===== src/rtl/oven_controller.sv =====
// Oven sequencer: validates a cook request, preheats under a hysteresis
// thermostat, runs a seconds-resolution cook timer and waits for user ack.
//
// state   | meaning
// --------+--------------------------------------------------------------
// IDLE    | waiting for a valid request; element off, model disabled
// PREHEAT | thermostat active, waiting for the model's preheated flag
// COOK    | thermostat active, cook timer counting down once per second
// DONE    | element off, model still enabled so the oven cools; wait ack
module oven_controller #(
  parameter int TICKS_PER_SEC = 10,
  parameter int HYST          = 2,
  parameter int T_MIN         = 150,
  parameter int T_MAX         = 550
) (
  input  logic        clk,
  input  logic        rst,
  input  logic [9:0]  tempIn,
  input  logic [11:0] cookSeconds,
  input  logic        tempValid,
  input  logic        cancel,
  input  logic        ack,
  input  logic [9:0]  currentTemp,
  input  logic        preheated,
  output logic [9:0]  targetTemp,
  output logic        tempInputDone,
  output logic        heat,
  output logic [11:0] remaining,
  output logic [1:0]  state,
  output logic        done,
  output logic        err
);

  localparam int TW = (TICKS_PER_SEC > 1) ? $clog2(TICKS_PER_SEC) : 1;
  localparam logic [TW-1:0] TICK_LAST = TW'(TICKS_PER_SEC - 1);
  localparam logic [10:0]   T_MIN_W   = 11'(T_MIN);
  localparam logic [10:0]   T_MAX_W   = 11'(T_MAX);
  localparam logic [10:0]   HYST_W    = 11'(HYST);

  typedef enum logic [1:0] {
    S_IDLE    = 2'd0,
    S_PREHEAT = 2'd1,
    S_COOK    = 2'd2,
    S_DONE    = 2'd3
  } state_t;

  state_t        state_q, state_n;
  logic [9:0]    target_q, target_n;
  logic [11:0]   dur_q, dur_n;
  logic [11:0]   rem_q, rem_n;
  logic [TW-1:0] tick_q, tick_n;
  logic          heat_q, heat_n;
  logic          done_q, done_n;
  logic          err_q, err_n;
  logic          tid_q, tid_n;

  logic          req_ok;
  logic          heat_on;
  logic          heat_off;
  logic          active_q;
  logic          active_n;

  assign req_ok = ({1'b0, tempIn} >= T_MIN_W) && ({1'b0, tempIn} <= T_MAX_W)
                  && (cookSeconds != 12'd0);

  // Adding HYST to the measurement instead of subtracting it from the target
  // keeps low targets from wrapping into a huge threshold.
  assign heat_on  = ({1'b0, currentTemp} + HYST_W) < {1'b0, target_q};
  assign heat_off = {1'b0, currentTemp} >= {1'b0, target_q};

  assign active_q = (state_q == S_PREHEAT) || (state_q == S_COOK);
  assign active_n = (state_n == S_PREHEAT) || (state_n == S_COOK);

  always_ff @(posedge clk) begin
    if (rst) begin
      state_q  <= S_IDLE;
      target_q <= '0;
      dur_q    <= '0;
      rem_q    <= '0;
      tick_q   <= '0;
      heat_q   <= 1'b0;
      done_q   <= 1'b0;
      err_q    <= 1'b0;
      tid_q    <= 1'b0;
    end else begin
      state_q  <= state_n;
      target_q <= target_n;
      dur_q    <= dur_n;
      rem_q    <= rem_n;
      tick_q   <= tick_n;
      heat_q   <= heat_n;
      done_q   <= done_n;
      err_q    <= err_n;
      tid_q    <= tid_n;
    end
  end

  always_comb begin
    state_n  = state_q;
    target_n = target_q;
    dur_n    = dur_q;
    rem_n    = rem_q;
    tick_n   = tick_q;
    heat_n   = heat_q;
    err_n    = 1'b0;

    case (state_q)
      S_IDLE: begin
        if (tempValid && !cancel) begin
          if (req_ok) begin
            target_n = tempIn;
            dur_n    = cookSeconds;
            state_n  = S_PREHEAT;
          end else begin
            err_n = 1'b1;
          end
        end
      end
      S_PREHEAT: begin
        if (cancel) begin
          state_n = S_IDLE;
        end else if (preheated) begin
          state_n = S_COOK;
          rem_n   = dur_q;
          tick_n  = '0;
        end
      end
      S_COOK: begin
        if (cancel) begin
          state_n = S_IDLE;
        end else if (tick_q == TICK_LAST) begin
          tick_n = '0;
          rem_n  = rem_q - 12'd1;
          if (rem_q == 12'd1) state_n = S_DONE;
        end else begin
          tick_n = tick_q + TW'(1);
        end
      end
      S_DONE: begin
        if (cancel || ack) state_n = S_IDLE;
      end
      default: state_n = S_IDLE;
    endcase

    if (state_n != S_COOK) tick_n = '0;
    if (state_n == S_IDLE) rem_n = '0;

    // Thermostat only runs while staying in the heating states, so the first
    // decision is made against the freshly latched target.
    if (active_q && active_n) begin
      if (heat_on)       heat_n = 1'b1;
      else if (heat_off) heat_n = 1'b0;
    end else begin
      heat_n = 1'b0;
    end

    done_n = (state_n == S_DONE);
    tid_n  = (state_n != S_IDLE);
  end

  assign state         = state_q;
  assign targetTemp    = target_q;
  assign remaining     = rem_q;
  assign heat          = heat_q;
  assign done          = done_q;
  assign err           = err_q;
  assign tempInputDone = tid_q;

endmodule


===== config.mk =====
export PLATFORM = sky130hd
export DESIGN_NAME = oven_controller
export DESIGN_NICKNAME = d
export VERILOG_FILES = /design/src/rtl/oven_controller.sv
export SDC_FILE = /design/constraint.sdc
export NUM_CORES = 1
export LEC_CHECK = 0
export ABC_CLOCK_PERIOD_IN_PS = 6700
export BUFFER_PORTS_ARGS = -buffer_cell sky130_fd_sc_hd__clkbuf_2
export CAP_MARGIN = 10
export CORE_UTILIZATION = 48
export CTS_CLUSTER_SIZE = 20
export DETAILED_ROUTE_END_ITERATION = 6
export PLACE_DENSITY = 0.78
export SETUP_SLACK_MARGIN = 0.2
export SYNTH_ARGS = -nofsm -noshare
export SYNTH_HDL_FRONTEND = slang
export SYNTH_SLANG_ARGS = --single-unit

===== constraint.sdc =====
create_clock -name clk -period 6.7 [get_ports clk]
set_input_delay 1.675 -clock clk [delete_from_list [all_inputs] [get_ports clk]]
set_output_delay 1.675 -clock clk [all_outputs]
set_load 0.02 [all_outputs]

==> flow_summary_export.csv, run 1 <==
group,metric,value,unit
floorplan,die-height,78.5,um
finish,sequential_cell_area,881,um^2
finish,multi_input_comb_area,1790,um^2
synthesis,post_synth_inst_count,330,
global_route,wire_length_of_the_first_global_routing_pass,11.2,mm
clock_network,cell_chosen_for_the_clock_root,"clkbuf_8",
timing,slew_headroom,0.555,
timing,setup_viol,0,
worst_hold_path,worst_hold_path.num_cells,2,
flow_run,max_cap_viol_count,0,
timing,layout_min_cycle_time,3.78,ns
routing,drt_first_iter_violations,146,
global_route,globalRoute.totalOverflow,0,
synthesis,yosysTopAreaCellShare,0.313,
routing,drcViolationCount,0,
synthesis,mux_share_of_post_synthesis_cell_area,0.0783,
finish,diodes,0,
timing,whs,0.497,ns
global_route,gr-usage-all-layers,0.228,
routing,dr.pass1.iters,4,
timing,finalCritPeriodShare,0.564,
timing,clock.fmax,264,MHz
synthesis,post_synth_num_cell_types,56,
clock_network,cts-root-to-sink-buffers,2,
setup_path,timing.critical_path.from_type,"input port",
pwr,power.total,0.642,mW
floorplan,die_outline_area,6170,um^2
timing,final_max_slew_viol_count,0,
synthesis,yosys.area_share.xor_xnor,0.0218,
clock_network,postCtsHoldBufs,0,
synthesis,ys_seq_area_frac,0.313,
clock_network,cts_setup_buffers,0,
setup_path,critical_path_sink_type,"flip-flop",
floorplan,initial_utilization,0.504,
global_route,via_count_of_the_first_global_routing_pass,2488,
routing,vias_per_cell,5.52,
worst_hold_path,hold_class,"flip-flop to flip-flop",
synthesis,synthAdderAreaFrac,0.142,
setup_path,critical_path_arrival,4.01,ns
clock_network,post_cts.resized_instances,0,
global_route,antenna_found_initial,0,
synthesis,synthFlopType,"dfxtp_1",
timing,final_hold_viol_count,0,
synthesis,synth_top_family_by_area,"simple AND/OR/NAND/NOR gates",
synthesis,cell_types_with_the_largest_area_share_after_synthesis,"dfxtp_1 31%, ha_1 14%, mux2i_1 7.8%",
floorplan,placementRows,27,
setup_path,worstRegToRegCells,12,
pwr,ir_worst_vdd,0.000115,V
run_status,outcome,"finished clean",
global_route,grt_max_degree,36,
placement,place.gp.congestion,0.853,
routing,routedWlPerCell,14.1,um
setup_path,worst-path-max-fanout,10,
synthesis,ys_ff_latch,44,
finish,final.fill_count,530,
pwr,power.leakage,1.53,nW
routing,dr_total_vias,2567,
synthesis,yosys_warnings,0,
synthesis,synth_top_cell_by_area,"dfxtp_1",
finish,postLayoutCoreUtil,0.592,
finish,post_route_cells_drive_above_1_share,0.224,
timing,rsz0062_at_grt,"false",
clock_network,clkSinkCount,44,
synthesis,synth_simple_gate_area_frac,0.217,
finish,nets,462,
finish,area_delta_synth_final,17.4,%
clock_network,cts_tree,"done",
synthesis,synthesis.area,2810,um^2
synthesis,synth-compound-area-share,0.176,
placement,detailedPlacementHpwl,5.16,mm
synthesis,synth_edf_count,0,
timing,finalSetupTns,0,ns
synthesis,post_synth.cell_area_avg,8.52,um^2
floorplan,ios,66,
setup_path,worst-endpoint-required,6.93,ns
floorplan,dieWidth,78.5,um
timing,worstMarginPinSlew,0.667,ns
setup_path,criticalPathCategory,"input port to flip-flop",
clock_network,cts-htree-levels,2,
timing,finClkSkew,0.0111,ns
clock_network,clkTransAtPathRegs,0.09,ns
placement,buffer_ports.inserted,65,
floorplan,core_area,5570,um^2
clock_network,tritoncts.num_buffers,5,
synthesis,synth_fp_nets,400,
pwr,cellPowerDensity,194,nW/um^2
routing,overall_routed_net_length,6.54,mm
routing,antenna_nets_post_route,0,
clock_network,worstSkewPairLatency,0.29,ns
synthesis,asyncSetResetFlopFracSynth,0,
placed cells by master, fill, tap and decap left out, drive strengths merged, types with 3 or more instances in the layout:
master	synthesis	routed
clkbuf	8	71
dfxtp	44	44
nor2	39	39
ha	32	32
inv	25	25
a21oi	23	23
mux2i	22	22
o21ai	19	19
nand2	17	17
nor3	8	8
nand3	7	7
nor4	7	7
nor2b	5	5
xnor2	4	4
nand3b	4	4
a211oi	4	4
nand2b	4	4
a21o	4	4
xor2	3	3
o211ai	3	3
nand4	3	3
a31oi	3	3
o22ai	3	3
cells by family after synthesis:
group,count (synthesis)
AOI/OAI and AO/OA,75
adders and majority gates,32
muxes,22
buffers and inverters,37
and+or+nand+nor,113
DFF,44
xor gates and xnor gates,7
cell usage after synthesis (2+ instances only):
master / number
and4_1: 2
a21oi_1: 22
nor4_1: 5
dfxtp_1: 44
nand2_1: 17
nor2_2: 2
inv_1: 25
a221oi_1: 2
o211ai_1: 3
nand3b_1: 4
a31oi_1: 3
o2bb2ai_1: 2
nand4_1: 3
and2_1: 2
nand3_1: 7
o22ai_1: 3
clkbuf_1: 8
o21ai_0: 17
o21a_1: 2
nor2b_1: 5
xor2_1: 3
nand2b_1: 4
nor3_1: 8
nor2_1: 37
mux2i_1: 22
or4_1: 2
ha_1: 32
xnor2_1: 4
a211oi_1: 4
nor4_2: 2
and3_1: 2
buf_2: 4
o21ai_1: 2
a21o_1: 4
stage by stage:
step	cell area [um^2]	std cells	worst slack, ns
2_1_floorplan	2810	330	2.82
3_3_place_gp	3190	457	2.67
3_5_place_dp	3190	457	2.60
4_1_cts	3300	465	2.92
5_1_grt	3300	465	2.80
6_report	3300	465	2.92
metal layers:
metal	global-route usage	part of all wire	up-vias
li1	-	-	1313
met1	0.286	0.47	1183
met2	0.387	0.47	67
met3	0.0512	0.045	4
met4	0.0630	0.0078	0
met5	0	0	-
registers in the layout (all words and copies together) (netlist names):
name           cells
dur_q             12
remaining         12
targetTemp        10
tick_q             4
state              2
done               1
err                1
heat               1
tempInputDone      1
worst paths after layout:
check | slack (ns) | to | start
max | 2.92 | remaining[7]$_SDFFE_PP0P_ | cancel
min | 0.50 | dur_q[9]$_SDFFE_PP0P_ | dur_q[9]$_SDFFE_PP0P_
max reg2reg | 3.51 | remaining[7]$_SDFFE_PP0P_ | state[0]$_SDFF_PP0_
min reg2reg | 0.50 | dur_q[9]$_SDFFE_PP0P_ | dur_q[9]$_SDFFE_PP0P_
layout make-up:
cell class,count,share of cell area
clock buffer,6,0.0220
clock inverter,2,0.0106
inverter,25,0.0284
multi-input combinational,249,0.542
sequential,44,0.267
tap,72,0.0273
timing repair buffer,67,0.103
where the power goes:
part           switching (mW)  leakage (nW)  internal, mW
logic                   0.101          1.12        0.0630
clock network          0.0870        0.0552         0.111
registers             0.00851         0.356         0.272
critical path, stage by stage:
cell	delay (ns)
clkbuf_2	0.14
or3b_1	0.35
or4b_1	0.58
o31ai_4	0.20
a21boi_2	0.12
ha_1	0.20
or2_2	0.40
inv_1	0.13
o21ai_0	0.09
nor2_1	0.11
Note: power is estimated with default switching activity, not from simulation.
==> run 2, diff against run 1 <==
Settings changed: ABC_AREA set to 1, ABC_CLOCK_PERIOD_IN_PS 6700 to 3900, PLACE_DENSITY 0.78 to 0.77.
Clock period 6.7 ns to 3.9 ns, I/O delays scaled along.
==> run 2 against run 1 <==
Worst hold slack got worse by 0.011 ns. Die area increased by 3.5%. Utilization shrank 2.2 points. Flip-flop and latch count did not move. Sequential power is 69% higher. Final area increased by 1.7%.
==> flow_summary_export.csv, run 2 <==
group,metric,value,unit
synthesis,cell_types_with_the_largest_area_share_after_synthesis,"dfxtp_1 30%, ha_1 14%, nor2_1 12%",
synthesis,ys_seq_area_frac,0.303,
pwr,seq_power_share,0.510,
synthesis,post_synth_num_cell_types,27,
synthesis,post_synth_inst_count,434,
finish,multi_input_comb_area,1740,um^2
clock_network,postCtsHoldBufs,0,
synthesis,yosysTopAreaCellShare,0.303,
global_route,via_count_of_the_first_global_routing_pass,2705,
pwr,total_switching_power,0.274,mW
finish,diodes,0,
routing,routedWlPerCell,12.5,um
setup_path,worstRegToRegCells,12,
floorplan,initial_utilization,0.495,
clock_network,clkSinkCount,44,
synthesis,synth_fp_nets,504,
finish,layout.cells.most_common,"nor2_1",
setup_path,cpMaxStageDelayCell,"dfxtp_1",
routing,dr.pass1.iters,4,
timing,whs,0.485,ns
clock_network,tritoncts.num_buffers,5,
pwr,ir_worst_vdd,0.000141,V
routing,vias_per_cell,5.17,
run_status,outcome,"finished clean",
timing,rsz0062_at_grt,"false",
clock_network,cts-root-to-sink-buffers,2,
pwr,pwr-share-clk,0.299,
finish,nets,567,
clock_network,post_cts.resized_instances,0,
pwr,p_sw_frac,0.295,
finish,final.fill_count,586,
routing,drcViolationCount,0,
global_route,gr-usage-all-layers,0.240,
global_route,grtUsageMet3,0.0469,
setup_path,cp_common_cell,"inv_1",
placement,detailedPlacementHpwl,5.58,mm
timing,final_hold_viol_count,0,
timing,finalSetupTns,0,ns
routing,dr_total_vias,2960,
setup_path,criticalPathCategory,"flip-flop to flip-flop",
global_route,wire_length_of_the_first_global_routing_pass,12.0,mm
routing,antenna_nets_post_route,0,
synthesis,post_synth.cell_area_avg,6.71,um^2
synthesis,post-synth-top-count-cell,"nor2_1",
timing,clock.fmax,374,MHz
placement,buffer_ports.inserted,65,
clock_network,cts_tree,"done",
flow_run,max_cap_viol_count,0,
global_route,met1_usage,0.326,
timing,slew_headroom,0.537,
setup_path,critPathMaxStageDelay,0.48,ns
setup_path,critical_path_sink_type,"flip-flop",
pwr,cellPowerDensity,277,nW/um^2
finish,area_delta_synth_final,15.3,%
clock_network,cell_chosen_for_the_clock_root,"clkbuf_8",
clock_network,cts-htree-levels,2,
setup_path,timing.critical_path.from_type,"flip-flop",
synthesis,yosys_warnings,0,
clock_network,worstSkewPairLatency,0.30,ns
timing,layout_min_cycle_time,2.68,ns
synthesis,synthFlopType,"dfxtp_1",
global_route,grt_max_degree,26,
pwr,power.leakage,1.58,nW
pwr,power.combinational.fraction,0.191,
finish,sequential_cell_area,881,um^2
timing,finalCritPeriodShare,0.686,
pwr,power.internal,0.654,mW
synthesis,synth.cells.most_frequent,"93 x nor2_1, 69 x nand2_1, 60 x inv_1, 44 x dfxtp_1, 42 x o21ai_0",
synthesis,ys_ff_latch,44,
placement,place.gp.congestion,0.902,
global_route,global_route.usage.met2,0.377,
finish,post_route_cells_drive_above_1_share,0.157,
routing,overall_routed_net_length,7.13,mm
timing,worstMarginPinSlew,0.694,ns
floorplan,ios,66,
synthesis,synth_top_cell_by_area,"dfxtp_1",
worst_hold_path,worst_hold_path.num_cells,2,
timing,setup_viol,0,
setup_path,worst-endpoint-required,4.13,ns
setup_path,worst-path-max-fanout,11,
setup_path,critical_path_arrival,2.91,ns
global_route,grt_most_used_layer,"met2",
timing,final_max_slew_viol_count,0,
routing,drt_first_iter_violations,200,
clock_network,cts_setup_buffers,0,
worst_hold_path,hold_class,"flip-flop to flip-flop",
timing,finClkSkew,0.00894,ns
synthesis,synthesis.area,2910,um^2
synthesis,synth_edf_count,0,
setup_path,worstPathCellList,"ha_1, inv_1, o21ai_0, a21oi_1, o21ai_0, nand2_1, nand2_1, inv_1, ha_1, nor2_1, inv_1, a21oi_1",
clock_network,clkTransAtPathRegs,0.09,ns
global_route,globalRoute.totalOverflow,0,
floorplan,die-height,79.9,um
finish,final_cell_mix,"93 x nor2_1, 69 x nand2_1, 65 x clkbuf_2",
floorplan,placementRows,28,
global_route,antenna_found_initial,0,
floorplan,dieWidth,79.9,um
floorplan,die_outline_area,6380,um^2
synthesis,asyncSetResetFlopFracSynth,0,
floorplan,core_area,5890,um^2
run 2: cells by family after synthesis:
| family | synth area share |
|---|---|
| buffers and inverters | 0.0993 |
| adders and majority gates | 0.138 |
| AOI/OAI and AO/OA | 0.139 |
| DFF | 0.303 |
| and+or+nand+nor | 0.297 |
| xor gates and xnor gates | 0.0241 |
run 2: final timing paths:
kind	from	slack (ns)	end
worst max register to register	state[1]$_SDFF_PP0_	1.22	remaining[4]$_SDFFE_PP0P_
worst min register to register	dur_q[2]$_SDFFE_PP0P_	0.49	remaining[2]$_SDFFE_PP0P_
worst min-delay path	dur_q[2]$_SDFFE_PP0P_	0.49	remaining[2]$_SDFFE_PP0P_
worst max-delay path	state[1]$_SDFF_PP0_	1.22	remaining[4]$_SDFFE_PP0P_
run 2: power by group through the flow:
stage | clock [mW] | combinational (mW) | sequential, mW
floorplan | 0 | 0.109 | 0.491
global placement | 0 | 0.171 | 0.484
detailed placement | 0 | 0.176 | 0.484
CTS | 0.285 | 0.177 | 0.473
global route | 0.302 | 0.205 | 0.475
finish | 0.278 | 0.177 | 0.473
run 2: metal layers:
metal / vias to the layer above / routed length (um)
li1: 1520 / -
met1: 1321 / 3340
met2: 108 / 3200
met3: 11 / 441
met4: 0 / 139
met5: - / 0
run 2: worst max-delay path, delay by kind of cell (launching register included):
| family | cells | cell delay (ns) |
|---|---|---|
| fa+ha+maj | 2 | 0.51 |
| simple gates | 3 | 0.48 |
| buf+inv | 3 | 0.53 |
| flops | 1 | 0.48 |
| compound gates | 4 | 0.61 |
run 2: area by class of cell:
cell class	count	share of cell area
multi-input combinational	319	0.519
timing repair buffer	66	0.0992
clock buffer	6	0.0216
tap	75	0.0280
sequential	44	0.262
inverter	61	0.0682
clock inverter	1	0.00149
run 2: stage by stage:
stage / cells / utilization / cell area [um^2] / setup WS [ns] / total power, mW
detailed placement: 565 / 0.557 / 3280 / 0.998 / 0.660
floorplan: 434 / - / 2910 / 1.50 / 0.599
CTS: 572 / 0.570 / 3360 / 1.26 / 0.936
global route: 572 / 0.570 / 3360 / 0.869 / 0.983
global placement: 565 / 0.557 / 3280 / 1.03 / 0.655
finish: 572 / 0.570 / 3360 / 1.22 / 0.928
==> run 3, diff against run 2 <==
Settings changed: ABC_AREA 1 to 0, ABC_CLOCK_PERIOD_IN_PS 3900 to 2440, PLACE_DENSITY 0.77 to 0.8.
Clock period 3.9 ns to 2.44 ns, I/O delays scaled along.
==> run 3 against run 2 <==
The flow now finishes with violations (negative setup slack). Sequential share of layout area down 3.9 points. Global-route usage up 3.8 points. Clock skew up 0.0062 ns. First-iteration DRC count down 7.0%. Flip-flop and latch count unchanged. Via count up 1.9%. Utilization up 14 points. Worst setup slack worse by 1.6 ns. Count of clock-buffer cells in the layout up 1. Critical path depth up 7. Critical path type unchanged.
==> flow_summary_export.csv, run 3 (synthesis gave the netlist of run 1 again) <==
group,metric,value,unit
timing,postLayoutSetupSlackWorst,-0.359,ns
timing,final_hold_viol_count,0,
timing,layout_min_cycle_time,2.80,ns
timing,whs,0.517,ns
finish,design_area,3970,um^2
placement,place.detailed.instances,490,
global_route,grt_max_degree,35,
clock_network,cell_chosen_for_the_clock_root,"clkbuf_8",
routing,routedWlPerCell,16.8,um
clock_network,clkTransAtPathRegs,0.08,ns
floorplan,initial_utilization,0.504,
floorplan,die_outline_area,6170,um^2
setup_path,critical_path_buf_inv_count,13,
placement,detailed_place.area,3520,um^2
pwr,cellPowerDensity,493,nW/um^2
routing,vias_per_cell,5.83,
clock_network,worstSkewPairLatency,0.31,ns
pwr,ir_worst_vdd,0.000268,V
setup_path,critical_path_sink_type,"flip-flop",
floorplan,core_area,5570,um^2
global_route,wire_length_of_the_first_global_routing_pass,13.5,mm
setup_path,reg2reg_from,"remaining[1]$_SDFFE_PP0P_",
worst_hold_path,worstHoldStart,"dur_q[11]$_SDFFE_PP0P_",
setup_path,critPathMaxStageDelay,0.41,ns
timing,rsz0062_at_grt,"true",
floorplan,ios,66,
routing,drt_first_iter_violations,186,
clock_network,cts-root-to-sink-buffers,2,
floorplan,dieWidth,78.5,um
flow_run,max_cap_viol_count,0,
placement,detailedPlacementHpwl,5.70,mm
finish,area_delta_synth_final,41.3,%
timing,finalSetupTns,-1.65,ns
clock_network,cts-htree-levels,2,
routing,dr_total_vias,3016,
finish,layoutNonFillerInstCount,517,
setup_path,cpMaxStageDelayCell,"or3b_4",
finish,layout.cells.most_common,"clkbuf_2",
setup_path,timing.critical_path.from,"remaining[1]$_SDFFE_PP0P_",
clock_network,tritoncts.num_buffers,5,
clock_network,cts_tree,"done",
routing,drcViolationCount,0,
finish,final_cell_mix,"65 x clkbuf_2, 41 x dfxtp_1, 39 x buf_4",
setup_path,worst-endpoint-required,2.67,ns
floorplan,die-height,78.5,um
run_status,violations_in_the_final_reports,"negative setup slack",
timing,clock.fmax,357,MHz
timing,worstMarginPinSlew,0.444,ns
setup_path,worst-path-max-fanout,4,
global_route,via_count_of_the_first_global_routing_pass,2908,
setup_path,timing.critical_path.from_type,"flip-flop",
placement,place.gp.congestion,0.883,
setup_path,criticalPathCategory,"flip-flop to flip-flop",
setup_path,cp_common_cell,"buf_6",
clock_network,clkSinkCount,44,
timing,finalCritPeriodShare,1.15,
floorplan,placementRows,27,
pwr,power.leakage,1.83,nW
routing,dr.pass1.iters,5,
finish,post_route_cells_drive_above_1_share,0.389,
timing,setup_viol,13,
setup_path,critical-path-top-delay-family,"buffers and inverters",
finish,postLayoutCoreUtil,0.713,
timing,finClkSkew,0.0151,ns
worst_hold_path,hold_class,"flip-flop to flip-flop",
finish,nets,515,
global_route,antenna_found_initial,0,
timing,slew_headroom,0.704,
routing,antenna_nets_post_route,0,
timing,final_max_slew_viol_count,0,
setup_path,critical_path_arrival,3.03,ns
finish,final.fill_count,405,
global_route,gr-usage-all-layers,0.277,
setup_path,worstPathCellList,"inv_2, buf_4, buf_6, buf_6, buf_4, buf_4, buf_4, buf_6, buf_6, buf_6, buf_6, buf_6, buf_6, ha_4, or3b_4, or3_4, a21oi_2, o21ai_1, a21oi_1",
finish,diodes,0,
placement,buffer_ports.inserted,65,
routing,overall_routed_net_length,8.66,mm
global_route,globalRoute.totalOverflow,0,
run_status,outcome,"complete, but fails checks",
[run 3: routing by layer]
layer  share of wire  track usage
met4           0.045        0.152
met5               0            0
met3           0.066       0.0523
met1            0.42        0.327
met2            0.47        0.470
[run 3: path summary, 6_finish.rpt]
| path | to | slack, ns | depth (start not counted) |
|---|---|---|---|
| hold / removal | dur_q[11]$_SDFFE_PP0P_ | 0.52 | 2 |
| hold reg to reg | dur_q[11]$_SDFFE_PP0P_ | 0.52 | 2 |
| setup / recovery | remaining[6]$_SDFFE_PP0P_ | -0.36 | 19 |
| setup reg to reg | remaining[6]$_SDFFE_PP0P_ | -0.36 | 19 |
[run 3: power by group]
part	internal [mW]	leakage, nW	switching [mW]	total (mW)
combinational	0.308	1.42	0.376	0.683
sequential	0.746	0.358	0.0225	0.768
clock	0.253	0.0503	0.253	0.506
[run 3: layout make-up]
class	instances	area, um^2	share of cell area
Multi-Input combinational cell	250	2010	0.505
Inverter	25	96.3	0.0243
Clock buffer	7	96.3	0.0243
Sequential cell	44	887	0.223
Tap cell	72	90.1	0.0227
Timing Repair Buffer	119	796	0.200
[run 3: tightest hold or removal path: stages, from the launching register on]
cell	delay (ns)
dfxtp_1	0.34
mux2i_1	0.07
nor2_1	0.07
[run 3: metrics by stage]
stage	power (mW)	setup slack, ns
detailed placement	1.33	-0.464
finish	1.96	-0.359
CTS	1.86	-0.232
global route	2.04	-0.388
global placement	1.31	-0.375
floorplan	1.14	-0.261
[run 3: timing repair]
item / CTS / global route
hold buffers: 0 / 0
endpoints found under the hold margin: 0 / 0
endpoints found under the setup margin: 19 / 19
gates resized for setup: 27 / 19
pin swaps: 13 / 11
cloned: 1 / 0
buffers inserted: 16 / 3
